**src/rtl/three_port_ram_ctrl.sv**
```systemverilog
// Controller for a 1W/2R synchronous RAM: clear after reset or flush,
// round-robin write arbitration, and write-first read forwarding.
module three_port_ram_ctrl #(
    parameter int unsigned ADDR_WIDTH = 10,
    parameter int unsigned DATA_DEPTH = 1024,
    parameter int unsigned DATA_WIDTH = 32,
    parameter logic [DATA_WIDTH-1:0] INIT_VALUE = '0
) (
    input  logic                  Clk_CI,
    input  logic                  Rst_RBI,
    input  logic                  FlushReq_SI,
    output logic                  Busy_SO,

    input  logic                  Wr0Valid_SI,
    output logic                  Wr0Ready_SO,
    input  logic [ADDR_WIDTH-1:0] Wr0Addr_DI,
    input  logic [DATA_WIDTH-1:0] Wr0Data_DI,
    input  logic                  Wr1Valid_SI,
    output logic                  Wr1Ready_SO,
    input  logic [ADDR_WIDTH-1:0] Wr1Addr_DI,
    input  logic [DATA_WIDTH-1:0] Wr1Data_DI,

    input  logic                  Rd0Valid_SI,
    output logic                  Rd0Ready_SO,
    input  logic [ADDR_WIDTH-1:0] Rd0Addr_DI,
    output logic                  Rd0RespValid_SO,
    output logic [DATA_WIDTH-1:0] Rd0Data_DO,
    input  logic                  Rd1Valid_SI,
    output logic                  Rd1Ready_SO,
    input  logic [ADDR_WIDTH-1:0] Rd1Addr_DI,
    output logic                  Rd1RespValid_SO,
    output logic [DATA_WIDTH-1:0] Rd1Data_DO,

    output logic                  RamWrEn_SO,
    output logic [ADDR_WIDTH-1:0] RamWrAddr_DO,
    output logic [DATA_WIDTH-1:0] RamWrData_DO,
    output logic [ADDR_WIDTH-1:0] RamRdAddr0_DO,
    output logic [ADDR_WIDTH-1:0] RamRdAddr1_DO,
    input  logic [DATA_WIDTH-1:0] RamRdData0_DI,
    input  logic [DATA_WIDTH-1:0] RamRdData1_DI
);

    typedef enum logic [1:0] {
        INIT,
        CLEAR,
        RUN
    } state_e;

    localparam logic [ADDR_WIDTH-1:0] LAST_ADDR = ADDR_WIDTH'(DATA_DEPTH - 1);

    state_e                state_q, state_d;
    logic [ADDR_WIDTH-1:0] clr_cnt_q, clr_cnt_d;
    logic                  rr_ptr_q, rr_ptr_d;

    logic                  run;
    logic                  clearing;
    logic                  gnt0, gnt1;
    logic                  wr_en;
    logic [ADDR_WIDTH-1:0] wr_addr;
    logic [DATA_WIDTH-1:0] wr_data;

    logic                  hs0, hs1;
    logic                  hit0, hit1;
    logic                  resp0_q, resp1_q;
    logic                  fwd0_q, fwd1_q;
    logic [DATA_WIDTH-1:0] fwd0_data_q, fwd1_data_q;

    assign run      = (state_q == RUN);
    assign clearing = (state_q == CLEAR);
    assign Busy_SO  = ~run;

    // State and clear counter
    always_ff @(posedge Clk_CI or negedge Rst_RBI) begin
        if (!Rst_RBI) begin
            state_q   <= INIT;
            clr_cnt_q <= '0;
            rr_ptr_q  <= 1'b0;
        end else begin
            state_q   <= state_d;
            clr_cnt_q <= clr_cnt_d;
            rr_ptr_q  <= rr_ptr_d;
        end
    end

    always_comb begin
        state_d   = state_q;
        clr_cnt_d = clr_cnt_q;
        unique case (state_q)
            INIT: begin
                state_d   = CLEAR;
                clr_cnt_d = '0;
            end
            CLEAR: begin
                if (clr_cnt_q == LAST_ADDR) begin
                    state_d = RUN;
                end else begin
                    clr_cnt_d = clr_cnt_q + ADDR_WIDTH'(1);
                end
            end
            RUN: begin
                if (FlushReq_SI) begin
                    state_d = INIT;
                end
            end
            default: state_d = INIT;
        endcase
    end

    // Round-robin write arbitration; the pointer names the favoured requester
    assign gnt0 = run & Wr0Valid_SI & (~Wr1Valid_SI | ~rr_ptr_q);
    assign gnt1 = run & Wr1Valid_SI & (~Wr0Valid_SI |  rr_ptr_q);

    assign Wr0Ready_SO = gnt0;
    assign Wr1Ready_SO = gnt1;

    always_comb begin
        rr_ptr_d = rr_ptr_q;
        if (gnt0) begin
            rr_ptr_d = 1'b1;
        end else if (gnt1) begin
            rr_ptr_d = 1'b0;
        end
    end

    always_comb begin
        wr_en   = 1'b0;
        wr_addr = '0;
        wr_data = '0;
        unique case (1'b1)
            clearing: begin
                wr_en   = 1'b1;
                wr_addr = clr_cnt_q;
                wr_data = INIT_VALUE;
            end
            gnt0: begin
                wr_en   = 1'b1;
                wr_addr = Wr0Addr_DI;
                wr_data = Wr0Data_DI;
            end
            gnt1: begin
                wr_en   = 1'b1;
                wr_addr = Wr1Addr_DI;
                wr_data = Wr1Data_DI;
            end
            default: ;
        endcase
    end

    assign RamWrEn_SO   = wr_en;
    assign RamWrAddr_DO = wr_addr;
    assign RamWrData_DO = wr_data;

    // Read request side
    assign Rd0Ready_SO   = run;
    assign Rd1Ready_SO   = run;
    assign RamRdAddr0_DO = run ? Rd0Addr_DI : '0;
    assign RamRdAddr1_DO = run ? Rd1Addr_DI : '0;

    assign hs0  = run & Rd0Valid_SI;
    assign hs1  = run & Rd1Valid_SI;
    assign hit0 = hs0 & (gnt0 | gnt1) & (wr_addr == Rd0Addr_DI);
    assign hit1 = hs1 & (gnt0 | gnt1) & (wr_addr == Rd1Addr_DI);

    // RAM is read-first, so a colliding write must be replayed from here
    always_ff @(posedge Clk_CI or negedge Rst_RBI) begin
        if (!Rst_RBI) begin
            resp0_q     <= 1'b0;
            resp1_q     <= 1'b0;
            fwd0_q      <= 1'b0;
            fwd1_q      <= 1'b0;
            fwd0_data_q <= '0;
            fwd1_data_q <= '0;
        end else begin
            resp0_q <= hs0;
            resp1_q <= hs1;
            fwd0_q  <= hit0;
            fwd1_q  <= hit1;
            if (hit0) begin
                fwd0_data_q <= wr_data;
            end
            if (hit1) begin
                fwd1_data_q <= wr_data;
            end
        end
    end

    assign Rd0RespValid_SO = resp0_q;
    assign Rd1RespValid_SO = resp1_q;

    always_comb begin
        Rd0Data_DO = '0;
        Rd1Data_DO = '0;
        if (resp0_q) begin
            Rd0Data_DO = fwd0_q ? fwd0_data_q : RamRdData0_DI;
        end
        if (resp1_q) begin
            Rd1Data_DO = fwd1_q ? fwd1_data_q : RamRdData1_DI;
        end
    end

endmodule

```
**config.mk**
```make
export PLATFORM = sky130hd
export DESIGN_NAME = three_port_ram_ctrl
export DESIGN_NICKNAME = d
export VERILOG_FILES = /design/src/rtl/three_port_ram_ctrl.sv
export SDC_FILE = /design/constraint.sdc
export NUM_CORES = 1
export LEC_CHECK = 0
export BUFFER_PORTS_ARGS = -buffer_cell sky130_fd_sc_hd__clkbuf_2
export CORE_AREA = 5 5 117 119
export DETAILED_ROUTE_END_ITERATION = 10
export DIE_AREA = 0 0 122 124
export GPL_TIMING_DRIVEN = 0
export PLACE_DENSITY = 0.78
export SLEW_MARGIN = 20
export SYNTH_ARGS = -nofsm -noshare
export SYNTH_HDL_FRONTEND = slang
export SYNTH_SLANG_ARGS = --single-unit
```
**constraint.sdc**
```tcl
create_clock -name Clk_CI -period 6.75 [get_ports Clk_CI]
set_input_delay 1.0125 -clock Clk_CI [delete_from_list [all_inputs] [get_ports Clk_CI]]
set_output_delay 1.0125 -clock Clk_CI [all_outputs]
set_load 0.05 [all_outputs]
```
Word level (Yosys, flattened, before mapping)
Index checks and enable logic that the tools add are counted.
Widths: inputs -> output; s select.
{ "word_totals": {"reg_bits": 81, "out_inout_bits": 134, "in_bits": 175} }
{ "classes": {"addsub": 1, "muxes": 16, "n_reduce_logical": 6, "n_bitwise": 17, "n_eq_ne": 8} }
{ "ops": {"columns": ["cell", "n"], "rows": [
  ["$mux 32", 4],
  ["$pmux 32 s2", 1],
  ["$mux 10", 3],
  ["$pmux 10 s3", 1],
  ["$eq 10x10->1", 2],
  ["$pmux 10 s2", 1],
  ["$add 10x1->10 const B", 1],
  ["$and 1x1->1", 10],
  ["$eq 10x10->1 const B", 1],
  ["$pmux 2 s3", 1],
  ["$mux 2", 2],
  ["$ne 2x2->1 const B", 2],
  ["$not 1->1", 4],
  ["$reduce_and 2->1", 2],
  ["$reduce_bool 2->1", 2],
  ["$mux 1", 3],
  ["$or 1x1->1", 3],
  ["$reduce_or 3->1", 1],
  ["$eq 2x1->1 const B", 1],
  ["$eq 2x2->1 const B", 1],
  ["$logic_not 2->1", 1],
  ["$ne 2x1->1 const B", 1]
]} }

Depth between registers and ports, before layout
Gate-level depths: netlist of run 1.
{ "logic_depth": {"ltp_word": 6, "ltp_mapped": 12, "depth_no_buf": 8} }

Least setup slack after synthesis of run 1
Ideal clock, no wire load.
{ "synth_path": {"path_kind": "input -> output", "startpoint": "input Wr0Valid_SI", "endpoint": "output RamWrData_DO[25]", "t_required_ns": 5.738, "n_path_buf": 3, "stages": 6, "arrival_time_ns": 3.158, "setup_slack_ns": 2.580, "cell_sequence": "a21boi_0 -> and2_1 -> clkbuf_1 -> clkbuf_1 -> buf_1 -> a22o_1"} }
{ "synth_lines": {"columns": ["element", "line_no", "rtl"], "rows": [
  ["start, declared", "14", "input logic Wr0Valid_SI,"],
  ["$and 1x1->1 (2 in a row)", "110", "assign gnt0 = run & Wr0Valid_SI & (~Wr1Valid_SI | ~rr_ptr_q);"],
  ["via Wr0Ready_SO", "15", "output logic Wr0Ready_SO,"],
  ["$pmux 32 s2", "129", "unique case (1'b1)"],
  ["end, declared", "36", "output logic [DATA_WIDTH-1:0] RamWrData_DO,"]
]} }
The timed path passes the listed nets, and every way through them passes these cells.

Worst setup path in the final report of run 1
{ "layout_path": {"startpoint": "input Wr1Valid_SI", "endpoint": "output RamWrData_DO[24]"} }
{ "layout_via": {"elab_chain_cells": 4} }
{ "layout_rtl": {"columns": ["element", "line_no", "rtl"], "rows": [
  ["start, declared", "18", "input logic Wr1Valid_SI,"],
  ["$not 1->1", "110", null],
  ["$or 1x1->1", "110", null],
  ["$and 1x1->1", "110", null],
  ["$pmux 32 s2 (*)", "129", null]
]} }
Mark *: on every way between the ends. The rest lies on a longest branch, timed or not.

==> run summary, run 1 <==
Outcome: finished clean
DRT antenna net count: 0
Vias in the first global route: 5,071
Placer Congestion: 0.950
CTS tree: built
Final Util: 0.590
Filler cells: 1,145
Proportion of synthesized chip area in sequential cells: 0.387
Sw frac: 0.287
Clock-pin slew on the worst setup and hold paths: 60 ps
Die area: 0.0151 mm²
Cells on worst reg2reg path: 9
Peak supply drop: 0.000129 V
Pins over their slew limit: 0
Finish-stage setup viols: 0
Setup ws final: 1920 ps
Hold_buf cts: 0
CP Max Fanout: 10
Pin count of the biggest net entering global routing: 43
Mapped cell area: 0.00524 mm²
Max frequency: 207 MHz
Worst Tran Pin Value: 794 ps
Tcrit/Tclk final: 0.716
Minimum clock period after layout: 4830 ps
Ports: 309
DR pass1 iterations: 5
Port bufs: 308
EDFF count, synth: 0
GRT Residual Overflow: 0
Placed standard-cell area: 0.00702 mm²
Combinational share of power: 0.210
Worst Setup End Kind: output pin
Die Y: 124 µm
Final #Nets: 994
Area of the multi-input gates: 0.00295 mm²
DRT iter0 DRCs: 225
Routed wire per std cell: 17.6 µm
Drt drc: 0
GRT Util Overall: 0.226
Clk pwr share: 0.395
Post-CTS resize count: 0
Synth-to-Final Area Change: 40.2%
Power density cells: 185 mW/mm²
R2R Setup Slk: 2960 ps
Sequential Area: 0.00203 mm²
H-tree Lvls: 3
Hold Startpoint: fwd0_data_q[25]$_DFFE_PN0P_
Worst Path Arrival: 3820 ps
Initial antenna violation count: 0
Pleak: 3.89 nW
Setup_tns: 0 ps
Clock Tree Buf Depth: 2
Layout cells sized above 1: 0.465
Vias: 5,058
CP required: 5740 ps
Most frequent cell after synthesis: dfrtp_1
WHS Endpoint: fwd0_data_q[25]$_DFFE_PN0P_
Cell area after layout: 0.00735 mm²
Cell variety after synth: 38
Cell Int Power: 0.000969 W
Worst Hold Depth: 1
Placed wire-length estimate: 14,100 µm
Post-synthesis register bit count: 81
Avg Inst Size Synth: 10.5 µm²
Worst-Skew Late Latency: 330 ps
Post-CTS Setup Repair Bufs: 0
Power, Total: 0.00136 W
Flop pwr share: 0.395
Syn Nets: 674
R2R Path End: fwd0_data_q[10]$_DFFE_PN0P_
Worst setup SP type: primary input
First-pass GRT wire length: 26,700 µm
Worst Hold Class: reg -> reg
Mapped Cells: 498
Synth top cells by count: 81 x dfrtp_1, 66 x nor2b_1, 65 x mux2i_1
Crit path kind: in -> out
Area contributors post-synth: dfrtp_1 39%, mux2i_1 12%, mux2_2 9.7%, nor2b_1 7.9%, a22o_1 6.3%
CTS buffer count: 9
Top cell type's share of synthesized area: 0.387
Final wirelength: 17,500 µm
Post-synth ARST share: 1.00
Core area: 0.0125 mm²
Yosys warnings: 0
Routed vias/inst: 5.09
Final hold vios: 0
Skew final: 6.32 ps
Slew Limit Headroom: 0.471
Rows: 41
Max_cap viols: 0
RR Startpoint: state_q[0]$_DFFE_PN0P_
ANT cells: 0
RSZ-0062 raised after global routing: no
Yosys top cell by area: dfrtp_1
DIE WIDTH: 122 µm
Main flop type after synthesis: dfrtp_1
Psw: 0.000390 W
CTS sink count: 81
Pre-CTS setup slack: 1950 ps
Initial Utilization: 0.420
Root Driver: clkbuf_16
power groups by stage:
| stage | combinational [W] | sequential, W | clock (W) |
|---|---|---|---|
| floorplan | 0.000180 | 0.000533 | 0 |
| global placement | 0.000280 | 0.000545 | 0 |
| detailed placement | 0.000286 | 0.000543 | 0 |
| CTS | 0.000286 | 0.000536 | 0.000547 |
| global route | 0.000314 | 0.000540 | 0.000570 |
| finish | 0.000286 | 0.000536 | 0.000538 |
sequential cells by signal, summed over array words and instances, names as in the netlist:
name,count
clr_cnt_q,10
Rd0RespValid_SO,1
fwd0_q,1
Rd1RespValid_SO,1
state_q,2
rr_ptr_q,1
fwd0_data_q,32
fwd1_data_q,32
fwd1_q,1
through the flow:
step | cells | hold slack, ps
after floorplan | 498 | 458
after global placement | 978 | 472
after detailed placement | 979 | 475
after CTS | 994 | 492
after global routing | 994 | 501
final | 994 | 489
logic make-up (layout without fill, tap and decap cells):
kind of cell             after synthesis  after routing  synth area share
multiplexers                         131            131             0.266
XOR/XNOR                              15             15            0.0251
adder cells (fa/ha/maj)                1              1           0.00239
flip-flops                            81             81             0.387
AND/OR/NAND/NOR                      139            139             0.155
buffers and inverters                 52            376            0.0499
AO/OA/AOI/OAI                         79             79             0.115
metal layers:
| layer | up-vias | share of wire | track usage |
|---|---|---|---|
| met5 | - | 0 | 0 |
| met1 | 2381 | 0.42 | 0.291 |
| met4 | 0 | 0.016 | 0.0560 |
| met3 | 27 | 0.079 | 0.0540 |
| met2 | 234 | 0.49 | 0.385 |
| li1 | 2416 | - | - |
worst max-delay path by stage:
stage                     start               end  slack (ps)  cells past startpoint
floorplan           Wr0Valid_SI  RamWrData_DO[25]        2580                      6
global placement    Wr0Valid_SI  RamWrData_DO[24]        1960                      8
detailed placement  Wr1Valid_SI  RamWrData_DO[24]        1950                      8
CTS                 Wr1Valid_SI  RamWrData_DO[24]        1940                      8
global route        Wr0Valid_SI  RamWrData_DO[24]        1640                      8
finish              Wr1Valid_SI  RamWrData_DO[24]        1920                      8
area by class of cell:
type	count	share of cell area
Sequential cell	81	0.276
Inverter	14	0.00715
Multi-Input combinational cell	365	0.402
Tap cell	172	0.0293
Timing Repair Buffer	309	0.213
Buffer	38	0.0284
Clock inverter	2	0.00817
Clock buffer	13	0.0368
critical path, stage by stage:
cell,delay (ps)
clkbuf_2,110
a21boi_0,350
and2_1,180
clkbuf_1,330
clkbuf_1,590
buf_1,600
a22o_1,320
clkbuf_2,310
cell usage in the layout, fill, tap and decap left out, types with 19 or more instances in the layout:
cell	netlist	layout
nand2_1	20	20
mux2_1	21	21
nor2b_1	66	66
dfrtp_1	81	81
mux2_2	45	45
mux2i_1	65	65
clkbuf_2	0	307
a22o_1	38	38
clkbuf_1	18	19
and2_1	25	25
Power figures use the tool's default switching activity.
==> run 2: changes to the inputs <==
Settings changed: CORE_AREA 5 5 117 119 to 5 5 118 120, DIE_AREA 0 0 122 124 to 0 0 123 125, PLACE_DENSITY 0.78 to 0.77.
Clock period 6.75 ns to 4.55 ns, I/O delays scaled along.
==> run summary, run 2 (synthesis gave the netlist of run 1 again) <==
DRT antenna net count: 0
DIE WIDTH: 123 µm
Power, Total: 0.00199 W
Vias in the first global route: 5,149
Power density cells: 271 mW/mm²
Crit path kind: in -> out
Post-CTS Setup Repair Bufs: 0
Worst Hold Class: in -> async
DRT iter0 DRCs: 294
ANT cells: 0
RSZ-0062 raised after global routing: no
GRT Util Overall: 0.221
Clock Tree Buf Depth: 2
Die Y: 125 µm
Worst Setup End Kind: output pin
Placed wire-length estimate: 14,300 µm
Drt drc: 0
First-pass GRT wire length: 26,900 µm
H-tree Lvls: 3
Pin count of the biggest net entering global routing: 49
CTS buffer count: 9
Final wirelength: 17,700 µm
Regs by FF count: fwd0_data_q x32, fwd1_data_q x32, clr_cnt_q x10
CTS sink count: 81
Ports: 309
Skew final: 10.0 ps
Post-CTS resize count: 0
CTS tree: built
DR pass1 iterations: 4
Root Driver: clkbuf_16
Worst Path Arrival: 3440 ps
Routed wire per std cell: 17.7 µm
Worst Tran Pin Value: 792 ps
CP Max Fanout: 10
Filler cells: 1,189
Max frequency: 243 MHz
CP required: 3870 ps
Rows: 42
Layout cells sized above 1: 0.464
Vias: 5,116
Tcrit/Tclk final: 0.906
Most frequent cells in the layout: 307 x clkbuf_2, 81 x dfrtp_1, 66 x nor2b_1, 65 x mux2i_1, 45 x mux2_2
Met1 usage: 0.290
Slew Limit Headroom: 0.472
GRT met2 Usage: 0.375
Max_cap viols: 0
Initial Utilization: 0.407
Placer Congestion: 0.964
Synth-to-Final Area Change: 40.2%
Clock-pin slew on the worst setup and hold paths: 60 ps
Met3 Use GR: 0.0425
Finish-stage setup viols: 0
Peak supply drop: 0.000177 V
Outcome: finished clean
Pleak: 3.88 nW
Port bufs: 308
Routed vias/inst: 5.12
Worst setup SP type: primary input
Final hold vios: 0
Worst-Skew Late Latency: 330 ps
Pins over their slew limit: 0
Core area: 0.0129 mm²
Initial antenna violation count: 0
Die area: 0.0154 mm²
GR peak layer: met2
Final #Nets: 994
Setup_tns: 0 ps
GRT Residual Overflow: 0
Minimum clock period after layout: 4120 ps
Commonest non-fill, non-tap cell in the layout: clkbuf_2
Hold_buf cts: 0
run 2: changes by cell type in the layout (fill, tap and decap cells not counted), sizes merged:
| cell | delta |
|---|---|
| clkinv | +1 |
| clkinvlp | +2 |
| clkbuf | -2 |
run 2: report_power, final:
| group | leakage (nW) | internal [W] | switching, W | total, W |
|---|---|---|---|---|
| Clock | 0.146 | 0.000480 | 0.000285 | 0.000766 |
| Sequential | 1.11 | 0.000749 | 0.0000476 | 0.000797 |
| Combinational | 2.62 | 0.000167 | 0.000261 | 0.000428 |
| Total | 3.88 | 0.00140 | 0.000594 | 0.00199 |
run 2: worst paths after layout:
check,from,endpoint,slack [ps],depth (start not counted)
max,Wr0Valid_SI,RamWrData_DO[24],430,8
max in group asynchronous,Rst_RBI,fwd0_data_q[15]$_DFFE_PN0P_,3580,2
max reg2reg,rr_ptr_q$_DFFE_PN0P_,fwd0_data_q[11]$_DFFE_PN0P_,810,10
min reg2reg,fwd0_data_q[7]$_DFFE_PN0P_,fwd0_data_q[7]$_DFFE_PN0P_,490,1
min in group Clk_CI,fwd0_data_q[7]$_DFFE_PN0P_,fwd0_data_q[7]$_DFFE_PN0P_,490,1
min,Rst_RBI,clr_cnt_q[6]$_DFFE_PN0P_,350,1
run 2: critical path, stage by stage:
cell	delay [ps]
clkbuf_2	110
a21boi_0	340
and2_1	180
clkbuf_1	350
clkbuf_1	560
buf_1	580
a22o_1	320
clkbuf_2	310
run 2: per-stage QoR:
step	util	instances	hold slack, ps	worst slack [ps]	area [µm²]
floorplan	-	498	387	847	5240
global placement	0.544	982	467	355	7000
detailed placement	0.546	983	479	394	7030
CTS	0.571	999	361	507	7350
global route	0.571	999	380	304	7350
finish	0.571	999	352	427	7350
run 2: layout make-up:
type,instances,area [µm²],share of cell area
multi-input combinational,365,2950,0.402
sequential,81,2030,0.276
timing repair buffer,309,1570,0.214
clock buffer,11,233,0.0317
tap,176,220,0.0300
buffer,38,209,0.0284
clock inverter,5,80.1,0.0109
inverter,14,52.6,0.00715
run 2: routing by layer:
layer / up-vias / part of all wire / wire (µm)
li1: 2421 / - / -
met1: 2473 / 0.42 / 7400
met2: 200 / 0.50 / 8780
met3: 22 / 0.072 / 1280
met4: 0 / 0.014 / 252
met5: - / 0 / 0
==> run 3: changes to the inputs <==
==> constraint.sdc (replaced) <==
create_clock -name Clk_CI -period 4.55 [get_ports Clk_CI]
set_input_delay 0.2275 -clock Clk_CI [delete_from_list [all_inputs] [get_ports Clk_CI]]
set_output_delay 0.2275 -clock Clk_CI [all_outputs]
set_load 0.05 [all_outputs]
==> run summary, run 3 (synthesis gave the netlist of run 1 again) <==
Die Y: 125 µm
DR pass1 iterations: 5
Synth-to-Final Area Change: 40.3%
Clk pwr share: 0.384
Worst Path Arrival: 3960 ps
Rows: 42
Power, Total: 0.00199 W
Placed wire-length estimate: 14,300 µm
Crit path kind: reg -> reg
Vias: 5,122
CP required: 4750 ps
Clock Tree Buf Depth: 2
Placer Congestion: 0.964
DIE WIDTH: 123 µm
Post-CTS Setup Repair Bufs: 0
GRT Residual Overflow: 0
Routed wire per std cell: 17.7 µm
Finish-stage setup viols: 0
Worst Hold Class: in -> reg
Psw: 0.000595 W
Regs by FF count: fwd0_data_q x32, fwd1_data_q x32, clr_cnt_q x10
Pins over their slew limit: 0
Final wirelength: 17,700 µm
Port bufs: 308
DRT antenna net count: 0
Layout cells sized above 1: 0.464
Final Non-Filler Cells: 1,000
Post-CTS resize count: 0
CTS buffer count: 9
Root Driver: clkbuf_16
Vias in the first global route: 5,155
H-tree Lvls: 3
Filler cells: 1,188
Hold Worst Slack: 127 ps
GRT Util Overall: 0.221
Worst setup SP type: flop
Hold_buf cts: 1
Combinational share of power: 0.216
Worst Hold Depth: 2
Max frequency: 267 MHz
Die area: 0.0154 mm²
Peak supply drop: 0.000177 V
CTS tree: built
Core area: 0.0129 mm²
Initial antenna violation count: 0
Worst-Skew Late Latency: 330 ps
Clock-pin slew on the worst setup and hold paths: 60 ps
Top sig layer: met4
Drt drc: 0
Final #Nets: 995
Pleak: 3.88 nW
Setup_tns: 0 ps
Sw frac: 0.299
Final hold vios: 0
Placed standard-cell area: 0.00703 mm²
DR WL met3: 1310 µm
Flop pwr share: 0.400
Routed vias/inst: 5.12
Wl on met1: 7390 µm
Ports: 309
CTS sink count: 81
Slew Limit Headroom: 0.472
Skew final: 10.6 ps
Most frequent cells in the layout: 307 x clkbuf_2, 81 x dfrtp_1, 66 x nor2b_1, 65 x mux2i_1, 45 x mux2_2
Commonest non-fill, non-tap cell in the layout: clkbuf_2
Placed cell count: 983
Worst Tran Pin Value: 791 ps
Cell area after layout: 0.00736 mm²
Worst Setup End Kind: flop
Cell Int Power: 0.00140 W
CP Max Fanout: 10
Cells on worst reg2reg path: 10
First-pass GRT wire length: 26,900 µm
Outcome: finished clean
ANT cells: 0
Power density cells: 271 mW/mm²
RSZ-0062 raised after global routing: no
Minimum clock period after layout: 3750 ps
Initial Utilization: 0.407
Pin count of the biggest net entering global routing: 49
Max_cap viols: 0
Tcrit/Tclk final: 0.825
DRT iter0 DRCs: 311
DR WL met2: 8790 µm
==> run 3: cell types whose count changed in the layout (fill, tap and decap cells not counted), sizes merged <==
| cell | change |
|---|---|
| dlygate4sd3 | +1 |
==> run 3: worst max-delay path, stage by stage, from the launching register on <==
cell	delay, ps
dfrtp_1	390
a21boi_0	320
and2_1	180
clkbuf_1	350
clkbuf_1	560
a222oi_1	290
xor2_1	240
nand4_1	180
nor4_4	500
buf_6	250
mux2_1	340
==> run 3: cell type report <==
cell class,count,area [µm²],share of cell area
multi-input cells,365,2950,0.401
flip-flops and latches,81,2030,0.276
repair buffers,310,1580,0.215
clock buffers,11,233,0.0316
well taps,176,220,0.0299
plain buffers,38,209,0.0284
clock inverters,5,80.1,0.0109
inverters,14,52.6,0.00714
==> run 3: per-stage QoR <==
stage           util  setup WS, ps
6_report       0.571           798
3_3_place_gp   0.544           741
5_1_grt        0.571           474
2_1_floorplan      -          1130
3_5_place_dp   0.546           827
4_1_cts        0.571           801
==> run 3: per-layer routing <==
metal / global-route usage / vias to the layer above
li1: - / 2417
met4: 0.0541 / 0
met5: 0 / -
met1: 0.289 / 2472
met3: 0.0425 / 20
met2: 0.376 / 213
==> run 3: worst paths after layout <==
path                                             from                     endpoint  slack [ps]
max                              rr_ptr_q$_DFFE_PN0P_  fwd0_data_q[11]$_DFFE_PN0P_         800
min                                       FlushReq_SI       state_q[1]$_DFFE_PN0P_         130
max reg2reg                      rr_ptr_q$_DFFE_PN0P_  fwd0_data_q[11]$_DFFE_PN0P_         800
min reg2reg                fwd0_data_q[7]$_DFFE_PN0P_   fwd0_data_q[7]$_DFFE_PN0P_         490
max in group asynchronous                     Rst_RBI  fwd0_data_q[15]$_DFFE_PN0P_        3490
min in group asynchronous                     Rst_RBI     clr_cnt_q[8]$_DFFE_PN0P_         440
==> run 3: power by group through the flow <==
stage          Sequential (W)  Clock (W)  Combinational, W
6_report             0.000797   0.000765          0.000429
3_5_place_dp         0.000806          0          0.000428
3_3_place_gp         0.000807          0          0.000419
5_1_grt              0.000801   0.000816          0.000466
2_1_floorplan        0.000791          0          0.000267
4_1_cts              0.000794   0.000781          0.000429
